[src/rtl/axis_demux_pkg.sv]
// Shared types for the AXI4-Stream route demultiplexer: frame FSM states and route-source codes.
package axis_demux_pkg;

  typedef enum logic [1:0] {
    ST_IDLE  = 2'd0,
    ST_ROUTE = 2'd1,
    ST_DROP  = 2'd2
  } state_t;

  localparam int ROUTE_SEL   = 0;
  localparam int ROUTE_TDEST = 1;

endpackage

[src/rtl/axis_skid_slice.sv]
// Two-entry register slice: output register plus skid register, with a registered upstream ready.
module axis_skid_slice #(
  parameter int W = 8
) (
  input  logic         clk,
  input  logic         rst,
  input  logic [W-1:0] in_data,
  input  logic         in_valid,
  output logic         in_ready,
  output logic [W-1:0] out_data,
  output logic         out_valid,
  input  logic         out_ready
);

  logic [W-1:0] skid_data_r;
  logic [W-1:0] skid_data_s;
  logic [W-1:0] out_data_s;
  logic         skid_valid_r;
  logic         skid_valid_s;
  logic         out_valid_s;
  logic         accept_s;

  assign accept_s = in_valid & in_ready;

  // Next state: the output register refills from the skid entry before taking new input.
  always_comb begin
    out_data_s   = out_data;
    out_valid_s  = out_valid;
    skid_data_s  = skid_data_r;
    skid_valid_s = skid_valid_r;
    if (out_ready || !out_valid) begin
      if (skid_valid_r) begin
        out_data_s   = skid_data_r;
        out_valid_s  = 1'b1;
        skid_valid_s = 1'b0;
      end else if (accept_s) begin
        out_data_s  = in_data;
        out_valid_s = 1'b1;
      end else begin
        out_valid_s = 1'b0;
      end
    end else if (accept_s) begin
      skid_data_s  = in_data;
      skid_valid_s = 1'b1;
    end else begin
      skid_valid_s = skid_valid_r;
    end
  end

  // Register update; ready stays low through reset and then tracks an empty skid entry.
  always_ff @(posedge clk or posedge rst) begin
    if (rst) begin
      out_data     <= '0;
      out_valid    <= 1'b0;
      skid_data_r  <= '0;
      skid_valid_r <= 1'b0;
      in_ready     <= 1'b0;
    end else begin
      out_data     <= out_data_s;
      out_valid    <= out_valid_s;
      skid_data_r  <= skid_data_s;
      skid_valid_r <= skid_valid_s;
      in_ready     <= !skid_valid_s;
    end
  end

endmodule

[src/rtl/axis_demux_route.sv]
// AXI4-Stream 1:M_COUNT demux with per-frame route latching and per-port skid slices.
// Optional per-port frame / drop statistics are built when AXIS_DEMUX_STATS_EN is defined.
module axis_demux_route
  import axis_demux_pkg::*;
#(
  parameter int M_COUNT     = 4,
  parameter int DATA_WIDTH  = 32,
  parameter bit KEEP_ENABLE = (DATA_WIDTH > 8),
  parameter int KEEP_WIDTH  = DATA_WIDTH / 8,
  parameter bit ID_ENABLE   = 1'b0,
  parameter int ID_WIDTH    = 8,
  parameter bit DEST_ENABLE = 1'b0,
  parameter int DEST_WIDTH  = 8,
  parameter bit USER_ENABLE = 1'b1,
  parameter int USER_WIDTH  = 1,
  parameter int ROUTE_MODE  = ROUTE_SEL,
  parameter int SEL_WIDTH   = $clog2(M_COUNT),
  parameter int CNT_WIDTH   = 32
) (
  input  logic                          clk,
  input  logic                          rst,
  input  logic [DATA_WIDTH-1:0]         s_axis_tdata,
  input  logic [KEEP_WIDTH-1:0]         s_axis_tkeep,
  input  logic                          s_axis_tvalid,
  output logic                          s_axis_tready,
  input  logic                          s_axis_tlast,
  input  logic [ID_WIDTH-1:0]           s_axis_tid,
  input  logic [DEST_WIDTH-1:0]         s_axis_tdest,
  input  logic [USER_WIDTH-1:0]         s_axis_tuser,
  output logic [M_COUNT*DATA_WIDTH-1:0] m_axis_tdata,
  output logic [M_COUNT*KEEP_WIDTH-1:0] m_axis_tkeep,
  output logic [M_COUNT-1:0]            m_axis_tvalid,
  input  logic [M_COUNT-1:0]            m_axis_tready,
  output logic [M_COUNT-1:0]            m_axis_tlast,
  output logic [M_COUNT*ID_WIDTH-1:0]   m_axis_tid,
  output logic [M_COUNT*DEST_WIDTH-1:0] m_axis_tdest,
  output logic [M_COUNT*USER_WIDTH-1:0] m_axis_tuser,
  input  logic                          enable,
  input  logic                          drop,
  input  logic [SEL_WIDTH-1:0]          sel,
  output logic [M_COUNT*CNT_WIDTH-1:0]  stat_frames,
  output logic [CNT_WIDTH-1:0]          stat_drops
);

  localparam int PW = DATA_WIDTH + KEEP_WIDTH + 1 + ID_WIDTH + DEST_WIDTH + USER_WIDTH;
  localparam int RW = 1 << SEL_WIDTH;

  state_t                 state_r;
  logic [SEL_WIDTH-1:0]   route_r;
  logic                   run_r;
  logic [SEL_WIDTH-1:0]   route_s;
  logic [SEL_WIDTH-1:0]   target_s;
  logic                   bad_s;
  logic                   deliver_s;
  logic                   fire_s;
  logic [M_COUNT-1:0]     slice_ready_s;
  logic [M_COUNT-1:0]     slice_valid_s;
  logic [RW-1:0]          ready_pad_s;
  logic [KEEP_WIDTH-1:0]  keep_s;
  logic [ID_WIDTH-1:0]    id_s;
  logic [DEST_WIDTH-1:0]  dest_s;
  logic [USER_WIDTH-1:0]  user_s;
  logic [PW-1:0]          payload_s;

  assign route_s = (ROUTE_MODE == ROUTE_TDEST) ? SEL_WIDTH'(s_axis_tdest) : sel;
  assign bad_s   = drop
                 | (32'(route_s) >= M_COUNT)
                 | ((ROUTE_MODE == ROUTE_TDEST) && ((s_axis_tdest >> SEL_WIDTH) != '0));

  // Padding lets an out-of-range route index the ready vector safely (it reads 0).
  assign ready_pad_s = RW'(slice_ready_s);
  assign fire_s      = s_axis_tvalid & s_axis_tready;

  assign keep_s    = KEEP_ENABLE ? s_axis_tkeep : {KEEP_WIDTH{1'b0}};
  assign id_s      = ID_ENABLE   ? s_axis_tid   : {ID_WIDTH{1'b0}};
  assign dest_s    = DEST_ENABLE ? s_axis_tdest : {DEST_WIDTH{1'b0}};
  assign user_s    = USER_ENABLE ? s_axis_tuser : {USER_WIDTH{1'b0}};
  assign payload_s = {s_axis_tdata, keep_s, s_axis_tlast, id_s, dest_s, user_s};

  // Upstream ready and beat destination for the current frame state.
  always_comb begin
    target_s      = route_r;
    deliver_s     = 1'b0;
    s_axis_tready = 1'b0;
    case (state_r)
      ST_IDLE: begin
        target_s      = route_s;
        deliver_s     = !bad_s;
        s_axis_tready = run_r & enable & (bad_s | ready_pad_s[route_s]);
      end
      ST_ROUTE: begin
        target_s      = route_r;
        deliver_s     = 1'b1;
        s_axis_tready = run_r & ready_pad_s[route_r];
      end
      ST_DROP: begin
        target_s      = route_r;
        deliver_s     = 1'b0;
        s_axis_tready = run_r;
      end
      default: begin
        target_s      = route_r;
        deliver_s     = 1'b0;
        s_axis_tready = 1'b0;
      end
    endcase
  end

  // Frame FSM: latch the route on the first beat of a multi-beat frame.
  always_ff @(posedge clk or posedge rst) begin
    if (rst) begin
      state_r <= ST_IDLE;
      route_r <= '0;
      run_r   <= 1'b0;
    end else begin
      run_r <= 1'b1;
      case (state_r)
        ST_IDLE: begin
          if (fire_s && !s_axis_tlast) begin
            route_r <= route_s;
            state_r <= bad_s ? ST_DROP : ST_ROUTE;
          end else begin
            state_r <= ST_IDLE;
          end
        end
        ST_ROUTE, ST_DROP: begin
          if (fire_s && s_axis_tlast) begin
            state_r <= ST_IDLE;
          end else begin
            state_r <= state_r;
          end
        end
        default: state_r <= ST_IDLE;
      endcase
    end
  end

  for (genvar i = 0; i < M_COUNT; i++) begin : g_port
    logic [PW-1:0] out_payload_s;

    assign slice_valid_s[i] = fire_s & deliver_s & (target_s == SEL_WIDTH'(i));

    axis_skid_slice #(.W(PW)) u_slice (
      .clk       (clk),
      .rst       (rst),
      .in_data   (payload_s),
      .in_valid  (slice_valid_s[i]),
      .in_ready  (slice_ready_s[i]),
      .out_data  (out_payload_s),
      .out_valid (m_axis_tvalid[i]),
      .out_ready (m_axis_tready[i])
    );

    assign {m_axis_tdata[i*DATA_WIDTH +: DATA_WIDTH],
            m_axis_tkeep[i*KEEP_WIDTH +: KEEP_WIDTH],
            m_axis_tlast[i],
            m_axis_tid[i*ID_WIDTH +: ID_WIDTH],
            m_axis_tdest[i*DEST_WIDTH +: DEST_WIDTH],
            m_axis_tuser[i*USER_WIDTH +: USER_WIDTH]} = out_payload_s;
  end

`ifdef AXIS_DEMUX_STATS_EN
  localparam logic [CNT_WIDTH-1:0] CNT_ONE = {{(CNT_WIDTH-1){1'b0}}, 1'b1};

  logic [CNT_WIDTH-1:0] frames_r [M_COUNT];
  logic [CNT_WIDTH-1:0] drops_r;
  logic                 drop_last_s;

  assign drop_last_s = fire_s & s_axis_tlast & !deliver_s;

  // Wrapping counters: delivered frames per port and discarded frames overall.
  always_ff @(posedge clk or posedge rst) begin
    if (rst) begin
      for (int i = 0; i < M_COUNT; i++) frames_r[i] <= '0;
      drops_r <= '0;
    end else begin
      for (int i = 0; i < M_COUNT; i++) begin
        if (slice_valid_s[i] && s_axis_tlast) frames_r[i] <= frames_r[i] + CNT_ONE;
        else frames_r[i] <= frames_r[i];
      end
      if (drop_last_s) drops_r <= drops_r + CNT_ONE;
      else drops_r <= drops_r;
    end
  end

  for (genvar i = 0; i < M_COUNT; i++) begin : g_stat
    assign stat_frames[i*CNT_WIDTH +: CNT_WIDTH] = frames_r[i];
  end
  assign stat_drops = drops_r;
`else
  assign stat_frames = '0;
  assign stat_drops  = '0;
`endif

endmodule

[config.mk]
export PLATFORM = sky130hd
export DESIGN_NAME = axis_demux_route
export DESIGN_NICKNAME = d
export VERILOG_FILES = /design/src/rtl/axis_demux_pkg.sv /design/src/rtl/axis_skid_slice.sv /design/src/rtl/axis_demux_route.sv
export SDC_FILE = /design/constraint.sdc
export NUM_CORES = 1
export LEC_CHECK = 0
export ABC_AREA = 1
export BUFFER_PORTS_ARGS = -buffer_cell sky130_fd_sc_hd__buf_2
export CORE_ASPECT_RATIO = 0.7
export CORE_MARGIN = 10
export CORE_UTILIZATION = 50
export CTS_BUF_LIST = sky130_fd_sc_hd__clkbuf_4 sky130_fd_sc_hd__clkbuf_8 sky130_fd_sc_hd__clkbuf_16
export CTS_CLUSTER_DIAMETER = 200
export DETAILED_ROUTE_END_ITERATION = 10
export PLACE_DENSITY = 0.86
export SYNTH_ARGS = -nofsm -noshare
export SYNTH_HDL_FRONTEND = slang
export SYNTH_SLANG_ARGS = --single-unit
[constraint.sdc]
create_clock -name clk -period 31 [get_ports clk]
set_input_delay 6.2 -clock clk [delete_from_list [all_inputs] [get_ports clk]]
set_output_delay 6.2 -clock clk [all_outputs]
set_load 0.05 [all_outputs]
# ---- After elaboration in Yosys (flattened, before gate mapping)
# Index checks and enable logic that the tools add are counted.
# Widths: inputs -> output; s select.
dict set report word_totals {
  register_bits 385
  output_inout_bits 381
}
dict set report classes {
  n_lt_le_gt_ge 2
  eq_ne 6
  mux 35
  n_bitwise 18
  reduce_logical 32
}
# operator count
set ops {}
lappend ops {{$mux 54} 8}
lappend ops {{$mux 1} 18}
lappend ops {{$reduce_and 2->1} 9}
lappend ops {{$and 1x1->1} 13}
lappend ops {{$logic_not 1->1} 10}
lappend ops {{$mux 2} 4}
lappend ops {{$reduce_bool 2->1} 4}
lappend ops {{$eq 2x2->1 const B} 3}
lappend ops {{$lt 2x3->1 const B} 2}
lappend ops {{$bmux 1 s2} 2}
lappend ops {{$eq 2x1->1 const B} 2}
lappend ops {{$logic_not 2->1} 2}
lappend ops {{$logic_or 1x1->1} 4}
lappend ops {{$not 1->1} 4}
lappend ops {{$pmux 2 s2} 1}
lappend ops {{$pmux 1 s3} 1}
lappend ops {{$logic_and 1x1->1} 2}
lappend ops {{$ne 2x2->1 const B} 1}
lappend ops {{$pmux 1 s2} 1}
lappend ops {{$reduce_or 2->1} 1}
lappend ops {{$or 1x1->1} 1}

# ---- Longest topological paths before layout
# Gate-level depths: netlist (run 1).
dict set report logic_depth {
  word_depth 12
  ltp_mapped 14
  ltp_nobuf 12
}

# ---- Hierarchy
# From an unflattened synthesis (run 1), not the netlist that was laid out.
dict set report unflattened {
  cells_unflattened 2823
  hier_area_um2 21952.3
}
# module instances cells_each area_each_um2 seq_area_each_um2
set modules_own_cells {}
lappend modules_own_cells {axis_skid_slice 4 647 5072.4 2777.7}
lappend modules_own_cells {axis_demux_route 1 235 1662.8 125.1}

# ---- Worst setup path before layout (run 1)
# OpenSTA, ideal clock, no wires.
dict set report synth_timing {
  path_type {input to output}
  from {input port sel[0]}
  to {output port s_axis_tready}
  arrival_ps 7681
  required_time_ps 24800
  slack_ps 17119
  stages 7
  path_buffers 0
  cell_sequence {inv_2 > nand2_1 > nand3b_1 > nand2_1 > nand2_1 > nand2_1 > a21boi_0}
}
dict set report synth_via {
  elab_chain_cells 5
}
# item line_no
set synth_lines {}
lappend synth_lines {{start: declaration} axis_demux_route.sv:40} ;# input logic [SEL_WIDTH-1:0] sel,
lappend synth_lines {{$bmux 1 s2} axis_demux_route.sv:89} ;# s_axis_tready = run_r & enable & (bad_s | ready_pad_s[route_s]);
lappend synth_lines {{$mux 1 (implied by the code)} axis_demux_route.sv:89}
lappend synth_lines {{$or 1x1->1} axis_demux_route.sv:89}
lappend synth_lines {{$and 1x1->1} axis_demux_route.sv:89}
lappend synth_lines {{$pmux 1 s3} axis_demux_route.sv:85} ;# case (state_r)
lappend synth_lines {{end: declaration} axis_demux_route.sv:25} ;# output logic s_axis_tready,
# No other way between the ends. The select of a mux whose other input is x is not followed.

# ---- Final worst setup path (run 1)
# Same ends and word-level chain as after synthesis.

==> results of run 1 <==
==> metrics by stage <==
stage | power, mW | setup WS (ns) | cell area, µm²
floorplan | 0.8179 | 15.92 | 16340
global placement | 0.8802 | 17.56 | 15830
detailed placement | 0.8877 | 17.52 | 15830
CTS | 1.263 | 17.51 | 16840
global route | 1.308 | 17.39 | 16840
finish | 1.257 | 17.45 | 16840
==> worst paths after layout <==
| path | to | cells after the start |
|---|---|---|
| max in group asynchronous | g_port[2].u_slice.out_data[23] | 4 |
| setup / recovery | s_axis_tready | 9 |
| min in group asynchronous | g_port[0].u_slice.out_data[37] | 2 |
| hold reg to reg | g_port[1].u_slice.out_data[47] | 2 |
| hold / removal | g_port[1].u_slice.out_data[47] | 2 |
| setup reg to reg | g_port[0].u_slice.out_data[46] | 11 |
==> cells by family after synthesis <==
group / after synthesis / share of synthesized area (%)
AND/OR/NAND/NOR: 824 / 21.39
buffers and inverters: 413 / 16.04
flip-flops: 321 / 51.82
AO/OA/AOI/OAI: 316 / 10.38
adder cells (fa/ha/maj): 4 / 0.3229
other: 2 / 0.04845
==> sequential cells by signal, indices dropped and copies added, names as in the netlist <==
register                     cells
g_port.u_slice.out_valid         4
state_r                          2
route_r                          2
run_r                            1
g_port.u_slice.skid_valid_r      4
g_port.u_slice.skid_data_r     152
g_port.u_slice.out_data        152
g_port.u_slice.in_ready          4
==> metal layers <==
layer	wire (µm)	up-vias	track usage [%]
met5	0	-	0
met2	21550	528	37.56
met3	4078	72	5.892
met1	17270	5978	27.15
li1	-	5818	-
met4	907	0	4.450
==> cell usage in the layout, fill, tap and decap left out, drive strengths merged, types with 2 or more instances in the layout <==
master	Yosys	routed
nor2	17	17
nand4	2	2
clkinv	0	11
o21bai	4	4
nand2	645	645
dfrtp	321	321
inv	73	74
ha	4	4
buf	274	218
clkinvlp	0	2
clkbuf	66	41
conb	2	225
o21ai	310	310
nand3	158	158
==> tightest hold or removal path, stage by stage, from the launching register on <==
cell	delay, ns
sky130_fd_sc_hd__dfrtp_1	0.34
sky130_fd_sc_hd__nand2_1	0.05
sky130_fd_sc_hd__nand2_1	0.04
==> power breakdown <==
group | internal (mW) | total, mW | switching, mW
clock network | 0.211 | 0.376 | 0.165
logic | 0.0588 | 0.379 | 0.320
registers | 0.471 | 0.502 | 0.0306
total | 0.741 | 1.26 | 0.515
==> cell type report <==
cell class,count,area share (%)
clock inverters,15,0.6910
flip-flops and latches,321,47.73
multi-input cells,1369,34.86
well taps,412,3.061
repair buffers,218,6.673
inverters,73,1.672
clock buffers,41,5.313
==> flow_summary.toml, run 1 <==
[setup_path]
r2r_setup_slack_ns = 27.28
path_buf_inv = 3
r2r_start = "state_r[1]"
worst_path_most_repeated_cell = "sky130_fd_sc_hd__nand2_1"
worst_setup_path_startpoint = "sel[0]"
end_kind = "output pin"
setup.worst_path.start_class = "primary input"
critical_path_peak_fanout = 4
critPathMaxStageDelay_ns = 0.33
critPathTopFamily = "buffers and inverters"
timing.critical_path.required_ns = 24.80
slowest_stage = "sky130_fd_sc_hd__buf_2"
cp_cell_sequence = "buf_2 > inv_2 > nand2_1 > nand3b_1 > nand2_1 > nand2_1 > nand2_1 > a21boi_0 > buf_2"
critical_path_arrival_ns = 7.35
worstSetupPathType = "in -> out"

[timing]
setup_tns_ns = 0
setup_viol_count_final = 0
timing.fmax_ghz = 0.07383
timing.final.max_slew_violations = 0
clock_skew_ns = 0.01600
timing.max_slew.rel_slack_pct = 14.08
final_min_period_over_clock_period_pct = 43.69
hold_violations = 0
worstMarginPinSlew_ns = 1.284
fin_worst_hold_slack_ns = 0.4662
grt_setup_unrepaired = "false"
final_period_demand_of_the_worst_path_ns = 13.55

[layout]
layout.filler_cells = 2668
finalCoreUtilization_pct = 55.56
syn2layout_area_growth_pct = 8.628
antenna_cells_inserted = 0
layout-drive-gt1-share_pct = 14.63
multi_input_comb_area_um2 = 5869
seqCellArea_um2 = 8038
final_cell_count_no_fill = 2449
nNetsFinal = 2083

[clock_tree]
clock_insertion_delay_worst_skew_ns = 0.57
cts_made_buffers = 31
cts.htree.levels = 1
tritoncts_clock_tree = "done"
cts_resized = 0
cts_sinks = 321
cts_root_buffer = "sky130_fd_sc_hd__clkbuf_16"
clkSlewWorstSetupHoldPaths_ns = 0.06
postCtsSetupBuffers = 0
cts_max_path_buffers = 3
cts_hold_buf = 0

[floorplanning]
core_region_area_um2 = 30310
floorplan.io_pins = 446
floorplan.initialDensity_pct = 51.15
fp.dieArea_um2 = 38560
floorplan.die.height_um = 167.3
rows = 53
chipWidth_um = 230.5

[synthesis]
synth_cell_type_count = 21
number_of_flops_mapped_to_enable_cells_by_yosys = 0
yosysTopAreaCellShare_pct = 51.82
post_synth_main_area_contributors = "sky130_fd_sc_hd__dfrtp_1, sky130_fd_sc_hd__nand2_1, sky130_fd_sc_hd__buf_4, sky130_fd_sc_hd__o21ai_0, sky130_fd_sc_hd__nand3_1"
ys_dominant_reg_cell = "sky130_fd_sc_hd__dfrtp_1"
yosysMostFrequentCell = "sky130_fd_sc_hd__nand2_1"
post_synth_inst_count = 1880
synth.cells.most_frequent = "sky130_fd_sc_hd__nand2_1, sky130_fd_sc_hd__dfrtp_1, sky130_fd_sc_hd__o21ai_0, sky130_fd_sc_hd__buf_4, sky130_fd_sc_hd__nand3_1"
avg_inst_size_synth_um2 = 8.245
async_reset_ff_share_pct = 100.0
synth.ff_latch_count = 321
portion_of_the_post_synthesis_area_used_by_sequential_elements_pct = 51.82
synth-warning-count = 0
post-synth-top-area-cell = "sky130_fd_sc_hd__dfrtp_1"
post_synth_instance_area_um2 = 15500

[route]
post-route-drc-count = 0
wl_um = 43800
detailroute.via_count = 12400
first_pass_iters = 5
post_dr_vias_cell = 5.062
drtAntennaViolNets = 0
drtIter0Drc = 1463
detail_route.wl_per_cell_um = 17.88

[outcome]
outcome = "completed"

[grt]
grt_pass1_wl_um = 67950
grt.overflow.total = 0
grt_antenna_before_repair = 0
via_count_of_the_first_global_routing_pass = 11820
grt_util_all_layers_pct = 21.85
grt_start_max_net_pins = 116

[power]
maximum_ir_drop_on_the_vdd_rail_mv = 0.05826
leakagePower_nw = 8.940
p_per_area_nw_per_um2 = 74.63

[worst_hold_path]
holdCritStartpoint = "g_port[1].u_slice.out_data[47]"
holdCritPathClass = "reg -> reg"

[place]
numPlacedInstances = 2393
globalplace.congestion = 0.8388
detail_placement_hpwl_um = 29720
io_buffer_count = 205

[run]
cap_viol_max_count = 0
No activity file was read; power rests on OpenSTA's default activity.
==> inputs of run 2 (changes only) <==
--- a/config.mk
+++ b/config.mk
@@ -9,11 +9,11 @@
 export BUFFER_PORTS_ARGS = -buffer_cell sky130_fd_sc_hd__buf_2
 export CORE_ASPECT_RATIO = 0.7
 export CORE_MARGIN = 10
-export CORE_UTILIZATION = 50
+export CORE_UTILIZATION = 48
 export CTS_BUF_LIST = sky130_fd_sc_hd__clkbuf_4 sky130_fd_sc_hd__clkbuf_8 sky130_fd_sc_hd__clkbuf_16
 export CTS_CLUSTER_DIAMETER = 200
 export DETAILED_ROUTE_END_ITERATION = 10
-export PLACE_DENSITY = 0.86
+export PLACE_DENSITY = 0.87
 export SYNTH_ARGS = -nofsm -noshare
 export SYNTH_HDL_FRONTEND = slang
 export SYNTH_SLANG_ARGS = --single-unit
==> constraint.sdc (replaced) <==
create_clock -name clk -period 12.1 [get_ports clk]
set_input_delay 2.42 -clock clk [delete_from_list [all_inputs] [get_ports clk]]
set_output_delay 2.42 -clock clk [all_outputs]
set_load 0.05 [all_outputs]
==> run 2 against run 1 <==
Combinational power increased to 2.6 times the previous value. Flip-flop and latch count stayed put. Critical path depth stayed put.
==> flow_summary.toml, run 2 (synthesis gave the netlist of run 1 again) <==
[setup_path]
worst_path_most_repeated_cell = "sky130_fd_sc_hd__nand2_1"
slowest_stage = "sky130_fd_sc_hd__buf_2"
critical_path_arrival_ns = 3.47
critPathMaxStageDelay_ns = 0.33
timing.critical_path.required_ns = 9.68
cp_cell_sequence = "buf_2 > inv_2 > nand2_1 > nand3b_1 > nand2_1 > nand2_1 > nand2_1 > a21boi_0 > buf_2"
setup.worst_path.start_class = "primary input"
critical_path_peak_fanout = 4
worstSetupPathType = "in -> out"
r2r_setup_slack_ns = 8.37
end_kind = "output pin"

[place]
detail_placement_hpwl_um = 29810
io_buffer_count = 205
place_worst_setup_slack_ns = 6.188
numPlacedInstances = 2399
globalplace.congestion = 0.8429

[timing]
worstMarginPinSlew_ns = 1.236
timing.max_slew.rel_slack_pct = 17.63
grt_setup_unrepaired = "false"
hold_violations = 0
timing.final.max_slew_violations = 0
clock_skew_ns = 0.01263
fin_worst_hold_slack_ns = 0.4675
setup_viol_count_final = 0
final_critical_path_setup_slack_ns = 6.211
final_min_period_over_clock_period_pct = 48.67
setup_tns_ns = 0
timing.fmax_ghz = 0.1698
final_period_demand_of_the_worst_path_ns = 5.889

[clock_tree]
tritoncts_clock_tree = "done"
cts_sinks = 321
postCtsSetupBuffers = 0
cts_resized = 0
cts_hold_buf = 0
clock_insertion_delay_worst_skew_ns = 0.56
clkSlewWorstSetupHoldPaths_ns = 0.06
cts_made_buffers = 31
cts_root_buffer = "sky130_fd_sc_hd__clkbuf_16"
cts_max_path_buffers = 3
cts.htree.levels = 1

[layout]
nNetsFinal = 2081
seqCellArea_um2 = 8038
antenna_cells_inserted = 0
syn2layout_area_growth_pct = 9.710
multi_input_comb_area_um2 = 5869
final_cell_count_no_fill = 2453
biggestRegsByFlops = "g_port.u_slice.out_data (152), g_port.u_slice.skid_data_r (152)"
final_common_cell = "sky130_fd_sc_hd__nand2_1"
layout-drive-gt1-share_pct = 14.41
layout_common_cells = "sky130_fd_sc_hd__nand2_1, sky130_fd_sc_hd__dfrtp_1, sky130_fd_sc_hd__o21ai_0"
layout.filler_cells = 2867

[route]
wl_um = 43460
drtAntennaViolNets = 0
detailroute.via_count = 12270
post-route-drc-count = 0
post_dr_vias_cell = 5.000
first_pass_iters = 6
drtIter0Drc = 1181
detail_route.wl_per_cell_um = 17.72

[floorplanning]
chipWidth_um = 234.8
floorplan.die.height_um = 170.4
rows = 54
floorplan.io_pins = 446
core_region_area_um2 = 31490
fp.dieArea_um2 = 40000
floorplan.initialDensity_pct = 49.23

[grt]
grt_antenna_before_repair = 0
grt_start_max_net_pins = 179
via_count_of_the_first_global_routing_pass = 12230
grt_util_all_layers_pct = 20.77
grt_pass1_wl_um = 68270
grt.overflow.total = 0

[outcome]
outcome = "completed"

[power]
p_per_area_nw_per_um2 = 198.4
leakagePower_nw = 9.004
report.power.total_mw = 3.374
maximum_ir_drop_on_the_vdd_rail_mv = 0.1307

[run]
cap_viol_max_count = 0

[worst_hold_path]
holdCritPathClass = "reg -> reg"
run 2: cell types whose count changed in the layout (fill, tap and decap cells not counted), sizes merged:
| cell | previous run | this run |
|---|---|---|
| bufinv | 1 | 10 |
| clkinvlp | 2 | 1 |
| inv | 74 | 71 |
| clkbuf | 41 | 37 |
| clkinv | 11 | 8 |
| buf | 218 | 216 |
run 2: layout make-up:
class                      count  area share [%]
clock buffer                  37           4.900
tap                          420           3.090
sequential                   321           47.26
clock inverter                17           1.986
multi-input combinational   1369           34.51
timing repair buffer         216           6.592
inverter                      73           1.655
run 2: final timing paths:
path / startpoint / to / depth (start not counted)
worst max-delay path: sel[0] / s_axis_tready / 9
worst min-delay path: g_port[3].u_slice.out_data[47] / g_port[3].u_slice.out_data[47] / 2
worst max register to register: state_r[1] / g_port[0].u_slice.out_data[41] / 11
worst min register to register: g_port[3].u_slice.out_data[47] / g_port[3].u_slice.out_data[47] / 2
max in group asynchronous: rst / g_port[3].u_slice.skid_data_r[28] / 3
min in group asynchronous: rst / g_port[1].u_slice.out_data[43] / 2
run 2: report_power, final:
part	switching, mW	internal (mW)	leakage [nW]
combinational	0.820	0.151	4.12
sequential	0.0779	1.21	4.31
clock	0.418	0.700	0.580
run 2: layer usage:
layer / routed length, µm / part of all wire, % / GRT usage (%) / vias to the layer above
met4: 1027 / 2.4 / 5.455 / 0
met3: 3366 / 7.7 / 4.923 / 74
met2: 21700 / 50 / 35.91 / 490
li1: - / - / - / 5804
met1: 17370 / 40 / 25.77 / 5897
met5: 0 / 0 / 0 / -
run 2: metrics by stage:
stage	cell area (µm²)	utilization, %
final	17010	54.01
after global routing	17010	54.01
after CTS	17010	54.01
after detailed placement	15840	50.29
after global placement	15840	50.29
after floorplan	16340	-
run 2: worst max-delay path, delay by kind of cell:
kind	cells	cell delay, ns
AOI/OAI and AO/OA	1	0.26
buffers and inverters	3	0.51
and+or+nand+nor	5	0.27
